**config.mk**
```make
export PLATFORM = sky130hd
export DESIGN_NAME = frame_buffer_arbiter
export DESIGN_NICKNAME = d
export VERILOG_FILES = /design/src/rtl/frame_buffer_arbiter.sv
export SDC_FILE = /design/constraint.sdc
export NUM_CORES = 1
export LEC_CHECK = 0
export ABC_AREA = 1
export BUFFER_PORTS_ARGS = -buffer_cell sky130_fd_sc_hd__buf_4
export CAP_MARGIN = 20
export CORE_UTILIZATION = 30
export CTS_CLUSTER_DIAMETER = 120
export DETAILED_ROUTE_END_ITERATION = 10
export GPL_TIMING_DRIVEN = 0
export PLACE_DENSITY = 0.56
export SETUP_SLACK_MARGIN = 0.15
export SLEW_MARGIN = 10
export SYNTH_ARGS = -nofsm -noshare
export SYNTH_HDL_FRONTEND = slang
export SYNTH_SLANG_ARGS = --single-unit
```
**constraint.sdc**
```tcl
create_clock -name clk -period 3.7 [get_ports clk]
set_clock_uncertainty 0.15 [all_clocks]
set_input_delay 0.74 -clock clk [delete_from_list [all_inputs] [get_ports clk]]
set_output_delay 0.74 -clock clk [all_outputs]
set_load 0.03 [all_outputs]
```
**src/rtl/frame_buffer_arbiter.sv**
```systemverilog
// ============================================================================
// frame_buffer_arbiter
//   Shares a single-port frame-buffer BRAM between VGA scan-out reads (strict
//   priority, fixed 3-clk latency) and FIFO-buffered camera writes.
//   Optional: define FB_DROP_COUNT_EN to add a saturating drop_count output.
// Revision: 1.0
// ============================================================================
`default_nettype none

module frame_buffer_arbiter #(
    parameter int ADDR_W     = 17,
    parameter int DATA_W     = 12,
    parameter int FIFO_DEPTH = 4
) (
    input  logic                          clk,
    input  logic                          reset_n,
    input  logic                          rd_req,
    input  logic [ADDR_W-1:0]             rd_addr,
    output logic [DATA_W-1:0]             rd_data,
    output logic                          rd_valid,
    input  logic                          wr_req,
    input  logic [ADDR_W-1:0]             wr_addr,
    input  logic [DATA_W-1:0]             wr_data,
    output logic                          wr_ready,
    input  logic                          wr_flush,
    input  logic                          clr_ovf,
    output logic                          overflow,
`ifdef FB_DROP_COUNT_EN
    output logic [15:0]                   drop_count,
`endif
    output logic [$clog2(FIFO_DEPTH):0]   fifo_level,
    output logic                          mem_en,
    output logic                          mem_we,
    output logic [ADDR_W-1:0]             mem_addr,
    output logic [DATA_W-1:0]             mem_wdata,
    input  logic [DATA_W-1:0]             mem_rdata
);

    localparam int PTR_W = $clog2(FIFO_DEPTH);
    localparam int LVL_W = PTR_W + 1;
    localparam logic [LVL_W-1:0] C_DEPTH = LVL_W'(FIFO_DEPTH);

    logic [ADDR_W-1:0] r_q_addr [FIFO_DEPTH];
    logic [DATA_W-1:0] r_q_data [FIFO_DEPTH];
    logic [PTR_W-1:0]  r_wptr;
    logic [PTR_W-1:0]  r_rptr;
    logic [LVL_W-1:0]  r_count;
    logic              r_wr_ready;
    logic              r_ovf;
    logic              r_rd_s1;
    logic              r_rd_s2;
    logic              r_rd_valid;
    logic [DATA_W-1:0] r_rd_data;
    logic              r_mem_en;
    logic              r_mem_we;
    logic [ADDR_W-1:0] r_mem_addr;
    logic [DATA_W-1:0] r_mem_wdata;

    logic              w_empty;
    logic              w_push;
    logic              w_pop;
    logic              w_drop;
    logic [LVL_W-1:0]  w_count_nxt;

    // wr_ready is a registered copy of !full, so a drop is judged from it.
    assign w_empty = (r_count == '0);
    assign w_push  = wr_req &  r_wr_ready & ~wr_flush;
    assign w_drop  = wr_req & ~r_wr_ready & ~wr_flush;
    assign w_pop   = ~rd_req & ~w_empty & ~wr_flush;

    always_comb begin
        w_count_nxt = r_count;
        if (wr_flush) begin
            w_count_nxt = '0;
        end else begin
            w_count_nxt = r_count + LVL_W'(w_push) - LVL_W'(w_pop);
        end
    end

    always_ff @(posedge clk) begin
        if (w_push) begin
            r_q_addr[r_wptr] <= wr_addr;
            r_q_data[r_wptr] <= wr_data;
        end
    end

    always_ff @(posedge clk or negedge reset_n) begin
        if (!reset_n) begin
            r_wptr     <= '0;
            r_rptr     <= '0;
            r_count    <= '0;
            r_wr_ready <= 1'b0;
            r_ovf      <= 1'b0;
        end else begin
            if (wr_flush) begin
                r_wptr <= '0;
                r_rptr <= '0;
            end else begin
                if (w_push) r_wptr <= r_wptr + 1'b1;
                if (w_pop)  r_rptr <= r_rptr + 1'b1;
            end
            r_count    <= w_count_nxt;
            r_wr_ready <= (w_count_nxt != C_DEPTH);
            if (w_drop) begin
                r_ovf <= 1'b1;
            end else if (clr_ovf) begin
                r_ovf <= 1'b0;
            end
        end
    end

    // Issue stage: reads win, otherwise drain one queued write.
    always_ff @(posedge clk or negedge reset_n) begin
        if (!reset_n) begin
            r_mem_en    <= 1'b0;
            r_mem_we    <= 1'b0;
            r_mem_addr  <= '0;
            r_mem_wdata <= '0;
        end else if (rd_req) begin
            r_mem_en   <= 1'b1;
            r_mem_we   <= 1'b0;
            r_mem_addr <= rd_addr;
        end else if (w_pop) begin
            r_mem_en    <= 1'b1;
            r_mem_we    <= 1'b1;
            r_mem_addr  <= r_q_addr[r_rptr];
            r_mem_wdata <= r_q_data[r_rptr];
        end else begin
            r_mem_en <= 1'b0;
            r_mem_we <= 1'b0;
        end
    end

    always_ff @(posedge clk or negedge reset_n) begin
        if (!reset_n) begin
            r_rd_s1    <= 1'b0;
            r_rd_s2    <= 1'b0;
            r_rd_valid <= 1'b0;
            r_rd_data  <= '0;
        end else begin
            r_rd_s1    <= rd_req;
            r_rd_s2    <= r_rd_s1;
            r_rd_valid <= r_rd_s2;
            if (r_rd_s2) r_rd_data <= mem_rdata;
        end
    end

`ifdef FB_DROP_COUNT_EN
    logic [15:0] r_drop_count;

    always_ff @(posedge clk or negedge reset_n) begin
        if (!reset_n) begin
            r_drop_count <= '0;
        end else if (w_drop) begin
            if (r_drop_count != 16'hFFFF) r_drop_count <= r_drop_count + 16'd1;
        end else if (clr_ovf) begin
            r_drop_count <= '0;
        end
    end

    assign drop_count = r_drop_count;
`endif

    assign rd_data    = r_rd_data;
    assign rd_valid   = r_rd_valid;
    assign wr_ready   = r_wr_ready;
    assign overflow   = r_ovf;
    assign fifo_level = r_count;
    assign mem_en     = r_mem_en;
    assign mem_we     = r_mem_we;
    assign mem_addr   = r_mem_addr;
    assign mem_wdata  = r_mem_wdata;

endmodule

`default_nettype wire

```
==> impl_metrics.py <==
metrics = {
    "sta": {
        "setup_viol": 0,
        "tns_ns": 0,
        "slew_violations": 0,
        "fmax_ghz": 0.373,
        "slew_headroom_pct": 49.7,
        "rsz0062_at_grt": "false",
        "finalHoldViolations": 0,
        "setup_slack_ns": 1.02,
        "final.min_clock_period_ns": 2.68,
        "tightest_slew_ns": 0.754,
        "period_share_pct": 72.4,
    },
    "yosys": {
        "yosysTopAreaCell": "edfxtp_1",
        "synth_ff_type": "edfxtp_1",
        "syn_inst": 595,
        "ys.warnings.count": 0,
        "seq_area_frac_synth_pct": 70.9,
        "syn_area_um2": 6860,
        "syn_nets": 666,
        "syn-mean-instance-area_um2": 11.5,
        "synth-edff-count": 116,
        "synth_top_area_share_pct": 50.8,
        "async_flop_share_pct": 32.2,
        "yosys.cell_types.count": 25,
        "ys_seq_elements": 171,
        "synth_area_leaders": "edfxtp_1, dfrtp_1, nand2_1, nand3_1, nor2_1",
    },
    "global_routing": {
        "grt_max_degree": 56,
        "grt_pass1_wl_um": 24900,
        "track_usage_pct": 14.1,
        "grt.overflow.total": 0,
        "grt_pass1_vias": 4550,
        "antenna_found_initial": 0,
    },
    "detailed_routing": {
        "drc": 0,
        "drt-pass1-iter-count": 5,
        "drtIter0Drc": 254,
        "wl_um": 15900,
        "ant_nets": 0,
        "wl_per_cell_um": 15.6,
        "vias_per_cell": 4.46,
        "dr_total_vias": 4567,
    },
    "placement": {
        "pre_cts_slack_ns": 0.555,
        "place.gp.congestion": 0.720,
        "dpl-instance-area_um2": 8170,
        "port_buffers": 112,
        "dp_hpwl_um": 10900,
    },
    "clock_network": {
        "cts_tree": "yes",
        "cts_resized": 0,
        "cts.sinks": 171,
        "cts_buffer_depth": 2,
        "holdBufCountCts": 0,
        "cts_root_buf": "clkbuf_16",
        "clk_latency_ns": 0.42,
        "htree_levels": 4,
        "clk_pin_slew_worst_paths_ns": 0.06,
        "numCtsBuffers": 17,
        "cts_setup_buffers": 0,
    },
    "power": {
        "powerDensity_nw_per_um2": 715,
        "peakVddDrop_v": 0.000308,
        "p_leak_nw": 3.74,
        "total_power_mw": 6.28,
    },
    "cells_and_area": {
        "final_cell_mix": "nand2_1, buf_4, edfxtp_1",
        "drive_gt1_share_pct": 27.2,
        "final_common_cell": "nand2_1",
        "final_nets": 801,
        "diodes": 0,
        "finalInstanceArea_um2": 8780,
        "area_growth_pct": 28.1,
    },
    "worst_setup_path": {
        "cpMaxStageDelayCell": "ha_1",
        "worstPathRequired_ns": 3.85,
        "crit_type": "input pin to flop",
        "path_cells": "buf_4 > inv_2 > nand3_1 > ha_1 > inv_1 > ha_1 > inv_1 > fa_1 > inv_1 > o21ai_0 > nor2_1 > nand2_1",
        "critPathArrivalTime_ns": 2.83,
        "cp-start-kind": "input pin",
        "crit_buf_inv": 5,
        "slowest_delay_ns": 0.44,
        "path_delay_family": "adder cells",
        "cp_max_fo": 9,
        "end_kind": "flop",
        "cpMostUsedCell": "inv_1",
    },
    "floorplanning": {
        "start_util_pct": 31.0,
        "io_pins": 113,
        "coreArea_um2": 22100,
        "dieHeight_um": 153,
        "die-area_um2": 23500,
        "fp-row-count": 54,
        "die_x_um": 153,
    },
    "flow_run": {
        "max_cap_viol_count": 0,
    },
    "min_path": {
        "hold_class": "flop to flop",
    },
    "status": {
        "status": "complete, no violations",
    },
}
[final timing paths]
check,to,slack [ns],startpoint,cells past startpoint
worst max register to register,wr_ready,1.10,fifo_level[1],14
worst max-delay path,wr_ready,1.02,wr_flush,12
max in group asynchronous,mem_addr[12],2.66,reset_n,1
worst min-delay path,r_rd_s2,0.20,r_rd_s1,0
min in group asynchronous,mem_wdata[6],0.21,reset_n,1
worst min register to register,r_rd_s2,0.20,r_rd_s1,0
[worst register-to-register path, delay by kind of cell (launching register included)]
kind                       cells  cell delay (ns)
DFF                            1             0.44
buffers and inverters          5             0.50
and+or+nand+nor                5             0.57
AOI/OAI and AO/OA              1             0.07
adders and majority gates      3             0.75
[per-stage QoR]
| step | std cells | hold WS (ns) | util [%] |
|---|---|---|---|
| after global routing | 1023 | 0.222 | 39.8 |
| after floorplan | 595 | 0.181 | - |
| after global placement | 987 | 0.182 | 36.4 |
| after detailed placement | 991 | 0.186 | 37.0 |
| after CTS | 1023 | 0.201 | 39.8 |
| final | 1023 | 0.200 | 39.8 |
[sequential cells by signal (all words and copies together), names as in the netlist]
register,flops
rd_valid,1
wr_ready,1
fifo_level,3
r_q_data,48
mem_we,1
r_wptr,2
r_q_addr,68
mem_addr,17
r_rd_s1,1
overflow,1
mem_en,1
rd_data,12
mem_wdata,12
r_rptr,2
r_rd_s2,1
[cells in the mapped netlist (2+ instances only)]
| master | n |
|---|---|
| nand2_1 | 197 |
| edfxtp_1 | 116 |
| nand3_1 | 62 |
| dfrtp_1 | 55 |
| nor2_1 | 45 |
| o21ai_1 | 24 |
| buf_2 | 18 |
| o21ai_0 | 17 |
| inv_1 | 14 |
| mux2_2 | 12 |
| buf_4 | 6 |
| ha_1 | 6 |
| or2_2 | 5 |
| buf_6 | 3 |
| inv_2 | 3 |
| inv_4 | 2 |
| or2_1 | 2 |
[routing by layer]
metal	up-vias	global-route usage (%)	part of all wire, %
met4	0	4.47	1.1
met1	2151	18.6	48
met3	14	4.03	5.4
met5	-	0	0
li1	2278	-	-
met2	124	22.4	46
[layout make-up]
class / instances / area [µm²]
Timing Repair Buffer: 116 / 936
Fill cell: 2097 / 13300
Clock inverter: 15 / 186
Sequential cell: 171 / 4860
Multi-Input combinational cell: 375 / 1760
Clock buffer: 17 / 425
Tap cell: 280 / 350
Buffer: 30 / 191
Inverter: 19 / 76.3
[logic make-up after synthesis]
kind of cell / count (synthesis) / share of synthesized area (%)
AOI/OAI and AO/OA: 43 / 3.16
xor gates and xnor gates: 1 / 0.128
adders and majority gates: 7 / 1.39
buffers and inverters: 49 / 3.91
DFF: 171 / 70.9
muxes: 12 / 1.97
and+or+nand+nor: 312 / 18.6
[where the power goes]
part | total [mW] | switching, mW | internal, mW | leakage [nW]
logic | 1.99 | 1.28 | 0.704 | 1.72
clock network | 1.84 | 0.767 | 1.08 | 0.295
registers | 2.45 | 0.132 | 2.32 | 1.73
Power figures use the tool's default switching activity.
